## config.mk

```make
export PLATFORM = sky130hd
export DESIGN_NAME = axi4lite_blockmem_ctrl
export DESIGN_NICKNAME = d
export VERILOG_FILES = /design/src/rtl/axi4lite_blockmem_ctrl.sv
export SDC_FILE = /design/constraint.sdc
export NUM_CORES = 1
export LEC_CHECK = 0
export BUFFER_PORTS_ARGS = -buffer_cell sky130_fd_sc_hd__buf_2
export CAP_MARGIN = 20
export CORE_AREA = 2 2 120 122
export CTS_CLUSTER_DIAMETER = 80
export DETAILED_ROUTE_END_ITERATION = 8
export DIE_AREA = 0 0 122 124
export PLACE_DENSITY = 0.81
export SLEW_MARGIN = 20
export SYNTH_ARGS = -nofsm -noshare
export SYNTH_HDL_FRONTEND = slang
export SYNTH_SLANG_ARGS = --single-unit
```

## constraint.sdc

```tcl
create_clock -name aclk -period 5.9 [get_ports aclk]
set_clock_uncertainty 0.2 [all_clocks]
set_input_delay 1.18 -clock aclk [delete_from_list [all_inputs] [get_ports aclk]]
set_output_delay 1.18 -clock aclk [all_outputs]
set_load 0.1 [all_outputs]
```

## src/rtl/axi4lite_blockmem_ctrl.sv

```systemverilog
// AXI4-Lite slave driving one port of a dual-port block memory.
// Reads and writes are serialised onto the port with alternating priority; out-of-range accesses get SLVERR.
module axi4lite_blockmem_ctrl #(
    parameter int G_MEMWIDTH       = 32,
    parameter int G_MEMDEPTH       = 1024,
    parameter int G_AXI_ADDR_WIDTH = 16,
    localparam int G_ADDRWIDTH     = $clog2(G_MEMDEPTH),
    localparam int G_WEWIDTH       = 4
) (
    input  logic                        aclk,
    input  logic                        aresetn,
    input  logic [G_AXI_ADDR_WIDTH-1:0] s_axi_awaddr,
    input  logic                        s_axi_awvalid,
    output logic                        s_axi_awready,
    input  logic [G_MEMWIDTH-1:0]       s_axi_wdata,
    input  logic [G_WEWIDTH-1:0]        s_axi_wstrb,
    input  logic                        s_axi_wvalid,
    output logic                        s_axi_wready,
    output logic [1:0]                  s_axi_bresp,
    output logic                        s_axi_bvalid,
    input  logic                        s_axi_bready,
    input  logic [G_AXI_ADDR_WIDTH-1:0] s_axi_araddr,
    input  logic                        s_axi_arvalid,
    output logic                        s_axi_arready,
    output logic [G_MEMWIDTH-1:0]       s_axi_rdata,
    output logic [1:0]                  s_axi_rresp,
    output logic                        s_axi_rvalid,
    input  logic                        s_axi_rready,
    output logic                        mem_en,
    output logic [G_WEWIDTH-1:0]        mem_we,
    output logic [G_ADDRWIDTH-1:0]      mem_addr,
    output logic [G_MEMWIDTH-1:0]       mem_din,
    input  logic [G_MEMWIDTH-1:0]       mem_dout
);

    if (G_MEMWIDTH != 32) begin : g_chk_width
        $error("axi4lite_blockmem_ctrl: only G_MEMWIDTH = 32 is supported");
    end
    if (G_AXI_ADDR_WIDTH < G_ADDRWIDTH + 2) begin : g_chk_addr
        $error("axi4lite_blockmem_ctrl: G_AXI_ADDR_WIDTH too small for G_MEMDEPTH");
    end

    localparam int LIMIT_W = G_AXI_ADDR_WIDTH + 1;
    localparam logic [LIMIT_W-1:0] BYTE_LIMIT = LIMIT_W'(G_MEMDEPTH * 4);
    localparam logic [1:0] RESP_OKAY   = 2'b00;
    localparam logic [1:0] RESP_SLVERR = 2'b10;

    typedef enum logic [2:0] {S_IDLE, S_WR, S_WRESP, S_RD, S_RWAIT, S_RRESP} state_e;
    typedef enum logic {GNT_READ, GNT_WRITE} grant_e;

    state_e                        state_q;
    grant_e                        last_grant_q;
    logic                          aw_full_q, aw_full_d, w_full_q, w_full_d, ar_full_q, ar_full_d;
    logic [G_AXI_ADDR_WIDTH-1:0]   aw_addr_q, ar_addr_q;
    logic [G_MEMWIDTH-1:0]         wdata_q, rdata_q, mem_din_q;
    logic [G_WEWIDTH-1:0]          wstrb_q, mem_we_q;
    logic [G_ADDRWIDTH-1:0]        mem_addr_q;
    logic                          awready_q, wready_q, arready_q, bvalid_q, rvalid_q, mem_en_q;
    logic [1:0]                    bresp_q, rresp_q;
    logic                          wr_oor_q, rd_oor_q;

    logic                          aw_hs, w_hs, ar_hs, wr_pair, rd_avail, grant_wr, grant_rd;
    logic [G_AXI_ADDR_WIDTH-1:0]   eff_awaddr, eff_araddr;
    logic [G_MEMWIDTH-1:0]         eff_wdata;
    logic [G_WEWIDTH-1:0]          eff_wstrb;
    logic                          eff_aw_oor, eff_ar_oor;

    function automatic logic out_of_range(input logic [G_AXI_ADDR_WIDTH-1:0] a);
        return {1'b0, a} >= BYTE_LIMIT;
    endfunction

    assign aw_hs = s_axi_awvalid & awready_q;
    assign w_hs  = s_axi_wvalid & wready_q;
    assign ar_hs = s_axi_arvalid & arready_q;

    // Requests handshaken this cycle are visible to the arbiter directly, saving a cycle of latency.
    assign eff_awaddr = aw_full_q ? aw_addr_q : s_axi_awaddr;
    assign eff_wdata  = w_full_q ? wdata_q : s_axi_wdata;
    assign eff_wstrb  = w_full_q ? wstrb_q : s_axi_wstrb;
    assign eff_araddr = ar_full_q ? ar_addr_q : s_axi_araddr;
    assign eff_aw_oor = out_of_range(eff_awaddr);
    assign eff_ar_oor = out_of_range(eff_araddr);

    assign wr_pair  = (aw_full_q | aw_hs) & (w_full_q | w_hs);
    assign rd_avail = ar_full_q | ar_hs;
    assign grant_wr = (state_q == S_IDLE) & wr_pair & (~rd_avail | (last_grant_q == GNT_READ));
    assign grant_rd = (state_q == S_IDLE) & rd_avail & (~wr_pair | (last_grant_q == GNT_WRITE));

    always_comb begin
        aw_full_d = aw_full_q | aw_hs;
        w_full_d  = w_full_q | w_hs;
        ar_full_d = ar_full_q | ar_hs;
        if (state_q == S_WR) begin
            aw_full_d = 1'b0;
            w_full_d  = 1'b0;
        end
        if (state_q == S_RRESP && s_axi_rready) ar_full_d = 1'b0;
    end

    always_ff @(posedge aclk or negedge aresetn) begin
        if (!aresetn) begin
            aw_full_q <= 1'b0;
            w_full_q  <= 1'b0;
            ar_full_q <= 1'b0;
            aw_addr_q <= '0;
            ar_addr_q <= '0;
            wdata_q   <= '0;
            wstrb_q   <= '0;
        end else begin
            aw_full_q <= aw_full_d;
            w_full_q  <= w_full_d;
            ar_full_q <= ar_full_d;
            if (aw_hs) aw_addr_q <= s_axi_awaddr;
            if (ar_hs) ar_addr_q <= s_axi_araddr;
            if (w_hs) begin
                wdata_q <= s_axi_wdata;
                wstrb_q <= s_axi_wstrb;
            end
        end
    end

    always_ff @(posedge aclk or negedge aresetn) begin
        if (!aresetn) begin
            state_q      <= S_IDLE;
            last_grant_q <= GNT_READ;
            awready_q    <= 1'b0;
            wready_q     <= 1'b0;
            arready_q    <= 1'b0;
            bvalid_q     <= 1'b0;
            bresp_q      <= RESP_OKAY;
            rvalid_q     <= 1'b0;
            rresp_q      <= RESP_OKAY;
            rdata_q      <= '0;
            mem_en_q     <= 1'b0;
            mem_we_q     <= '0;
            mem_addr_q   <= '0;
            mem_din_q    <= '0;
            wr_oor_q     <= 1'b0;
            rd_oor_q     <= 1'b0;
        end else begin
            mem_en_q  <= 1'b0;
            mem_we_q  <= '0;
            awready_q <= ~aw_full_d;
            wready_q  <= ~w_full_d;
            arready_q <= 1'b0;
            case (state_q)
                S_IDLE: begin
                    if (grant_wr) begin
                        state_q      <= S_WR;
                        last_grant_q <= GNT_WRITE;
                        wr_oor_q     <= eff_aw_oor;
                        mem_en_q     <= ~eff_aw_oor;
                        mem_we_q     <= eff_aw_oor ? '0 : eff_wstrb;
                        mem_addr_q   <= eff_awaddr[G_ADDRWIDTH+1:2];
                        mem_din_q    <= eff_wdata;
                    end else if (grant_rd) begin
                        state_q      <= S_RD;
                        last_grant_q <= GNT_READ;
                        rd_oor_q     <= eff_ar_oor;
                        mem_en_q     <= ~eff_ar_oor;
                        mem_addr_q   <= eff_araddr[G_ADDRWIDTH+1:2];
                    end else begin
                        arready_q <= ~ar_full_d;
                    end
                end
                S_WR: begin
                    state_q  <= S_WRESP;
                    bvalid_q <= 1'b1;
                    bresp_q  <= wr_oor_q ? RESP_SLVERR : RESP_OKAY;
                end
                S_WRESP: begin
                    if (s_axi_bready) begin
                        bvalid_q  <= 1'b0;
                        state_q   <= S_IDLE;
                        arready_q <= ~ar_full_d;
                    end
                end
                S_RD: state_q <= S_RWAIT;
                S_RWAIT: begin
                    // Memory output is registered, so the word is valid one cycle after mem_en.
                    rdata_q  <= rd_oor_q ? '0 : mem_dout;
                    rresp_q  <= rd_oor_q ? RESP_SLVERR : RESP_OKAY;
                    rvalid_q <= 1'b1;
                    state_q  <= S_RRESP;
                end
                S_RRESP: begin
                    if (s_axi_rready) begin
                        rvalid_q  <= 1'b0;
                        state_q   <= S_IDLE;
                        arready_q <= ~ar_full_d;
                    end
                end
                default: state_q <= S_IDLE;
            endcase
        end
    end

    assign s_axi_awready = awready_q;
    assign s_axi_wready  = wready_q;
    assign s_axi_arready = arready_q;
    assign s_axi_bvalid  = bvalid_q;
    assign s_axi_bresp   = bresp_q;
    assign s_axi_rvalid  = rvalid_q;
    assign s_axi_rresp   = rresp_q;
    assign s_axi_rdata   = rdata_q;
    assign mem_en        = mem_en_q;
    assign mem_we        = mem_we_q;
    assign mem_addr      = mem_addr_q;
    assign mem_din       = mem_din_q;

endmodule
```

==> run metrics <==
register area share after synthesis=between 50% and 60%; final RePlAce weighted congestion=0.8138; Die W=approximately 120 µm; Hold Path End=s_axi_rdata[26]; Final Setup Violations=0; post-synthesis simple-gate area fraction=roughly a tenth; max frequency=~290 MHz; Post-DP HPWL=10470 µm; DRT antenna net count=0; Starting Density=roughly half; post-synthesis compound-gate area fraction=between 10 and 15%; period utilization=around three fifths; Worst Reg2Reg Path Length in Cells=5; Arrival @ worst endpoint=around 3.6 ns; global route overflow=0; Post-layout nets=around 850; final hold vios=0; Mean Syn Cell Area=between 10 and 15 µm²; hold buffers post-CTS=0; worst hold path type=reg2reg; antenna cells=0; Die Area=~15000 µm²; # resized after CTS=0; Num CTS Buffers=17; Vias/cell=5.164; postcts setup bufs=0; Slew headroom=26.00%; core area=approximately 14000 µm²; Skew-Pair Late Insertion Delay=0.41 ns; Root Driver=clkbuf_16; pin slew with the least headroom to its limit=~1.1 ns; adder and majority gate portion of the synthesized area=0%; r2r setup slk=approximately 2.4 ns; Hold Path Depth=2; FFs w/ async S/R, synth=between 90% and 100%; Worst R2R Start=w_full_q; met3 routed WL=~1100 µm; fin crit period=around 3.5 ns; met2 routed WL=about 7100 µm; main combinational cell family by area after synthesis=multiplexers; TritonCTS clock tree=done; H-tree depth=4; standard-cell row count=43; WS Path Type=reg2reg; Post-Syn Area=about 6700 µm²; first-pass GRT wire length=about 24000 µm; Tot GR Track Use=a little over 20%; Setup TNS=0 ns; Mapped Cells=approximately 570; maxcap violations=0; XOR/XNOR Fraction of Synth Area=0%; Via Count=just under 5000; TritonCTS Sinks=about 160; Post-synth EDFFs=0; RR Endpoint=mem_din[14]; wire length on met1=between 6000 and 7000 µm; Routed WL per cell=between 15 and 20 µm; Worst-path clk slew=approximately 0.060 ns; Post-synth top flop=dfrtp_1; Max Slew Vio Count=0; initial antenna violation count=0; Ys Warns=0; drt pass-1 iters=5; Post-Route WL=between 10000 and 15000 µm; RSZ-0062 raised after global routing=no; top routing layer used=met4; min-delay src=s_axi_rdata[26]; Setup crit end kind=register; die span in y=between 100 and 150 µm; Synth cell types=31; Worst Path Max Fanout=between 60 and 70; Initial DRC Count=229; multiplexer share of the synthesized area=between 10% and 20%; Residual DRC=0; layout cell share with drive strength beyond 1=39.10%; Critical Path Start Type=register; number of port buffers=between 150 and 200; Worst EP required=6.02 ns; vias in the first global route=between 4000 and 5000; largest net degree at the start of global routing=about 110; FF+latch count, synth=about 160; clk buf depth=2; status=finished, final reports clean; Layout area overhead=23.84%; I/O Pins=a little under 200
[sequential cells by signal, summed over array words and instances, names as in the netlist, 4 cells and up]
signal and count:
ar_addr_q 14, aw_addr_q 14, mem_addr 10, mem_din 32, mem_we 4, s_axi_rdata 32, wdata_q 32, wstrb_q 4
[per-stage QoR]
stage / cell area (µm²) / hold slack, ns / std cells / setup WS [ns] / util (%)
after global routing: 8351 / 0.3059 / 937 / 2.144 / 60.87
after floorplan: 6746 / 0.2585 / 572 / 3.312 / -
after global placement: 7774 / 0.2583 / 906 / 2.510 / 56.66
final: 8351 / 0.2793 / 937 / 2.395 / 60.87
after detailed placement: 7774 / 0.2701 / 906 / 2.350 / 56.66
after CTS: 8346 / 0.2844 / 937 / 2.365 / 60.83
[final cells by class]
class	instances	area [µm²]
clock buffer	21	460.4
clock inverter	10	111.4
fill	1125	5369
inverter	4	15.01
multi-input combinational	371	2581
sequential	159	3980
tap	180	225.2
timing repair buffer	192	977.2
[routing by layer]
layer	GRT usage [%]	vias up
met4	6.034	0
met1	26.06	2322
met2	33.62	180
met3	6.227	13
met5	0	-
li1	-	2324
[synthesized netlist by cell type, drive strengths merged (2+ instances only)]
master | instances | area share (%)
mux2i | 46 | 6.8
nand3 | 3 | 0.22
nand2 | 44 | 2.5
dfrtp | 159 | 59
o41ai | 3 | 0.39
nor2 | 41 | 2.3
or2 | 2 | 0.19
a211oi | 20 | 2.2
nor3 | 4 | 0.30
inv | 4 | 0.22
o21ai | 36 | 2.7
buf | 18 | 1.5
nor2b | 11 | 1.0
nand2b | 33 | 3.1
clkbuf | 20 | 1.1
mux2 | 67 | 11
a22oi | 2 | 0.22
nor4 | 2 | 0.19
a21oi | 47 | 3.5
[how the worst max path moves through the flow]
stage / endpoint / cells after the start / start
floorplan: rd_oor_q / 4 / s_axi_wvalid
global placement: mem_din[17] / 6 / s_axi_arvalid
detailed placement: mem_din[14] / 6 / s_axi_arvalid
CTS: mem_din[14] / 5 / w_full_q
global route: mem_din[21] / 5 / w_full_q
finish: mem_din[14] / 5 / w_full_q
[critical path, cell delays in order, from the launching register on]
cell,delay [ns]
dfrtp_2,1.08
a21oi_1,0.38
a2111oi_4,0.79
buf_4,0.65
nor2_1,0.12
a21oi_1,0.18
[cell usage in the layout (no fill, tap or decap), types with 3 or more instances in the layout]
cell type   Yosys  final
o21ai_0        36     36
mux2_2         67     67
o41ai_1         3      3
buf_2          11    187
clkbuf_16       0     17
dfrtp_1       159    158
inv_1           4      4
clkinvlp_4      0      3
nor3_1          4      3
nor2b_1        11     11
nand2_1        43     42
a21oi_1        47     47
nand2b_1       33     33
mux2i_1        46     46
a211oi_1       20     20
nor2_1         41     41
nand3_1         3      3
clkinv_2        0      4
buf_4           6      4
[logic make-up after synthesis]
group	Yosys count
AND/OR/NAND/NOR	141
AO/OA/AOI/OAI	115
multiplexers	113
flip-flops	159
other	1
buffers and inverters	42
Power is left out: the tool's default activity adds up to more than one toggle a clock period on the data nets, which glitch-free logic cannot reach.
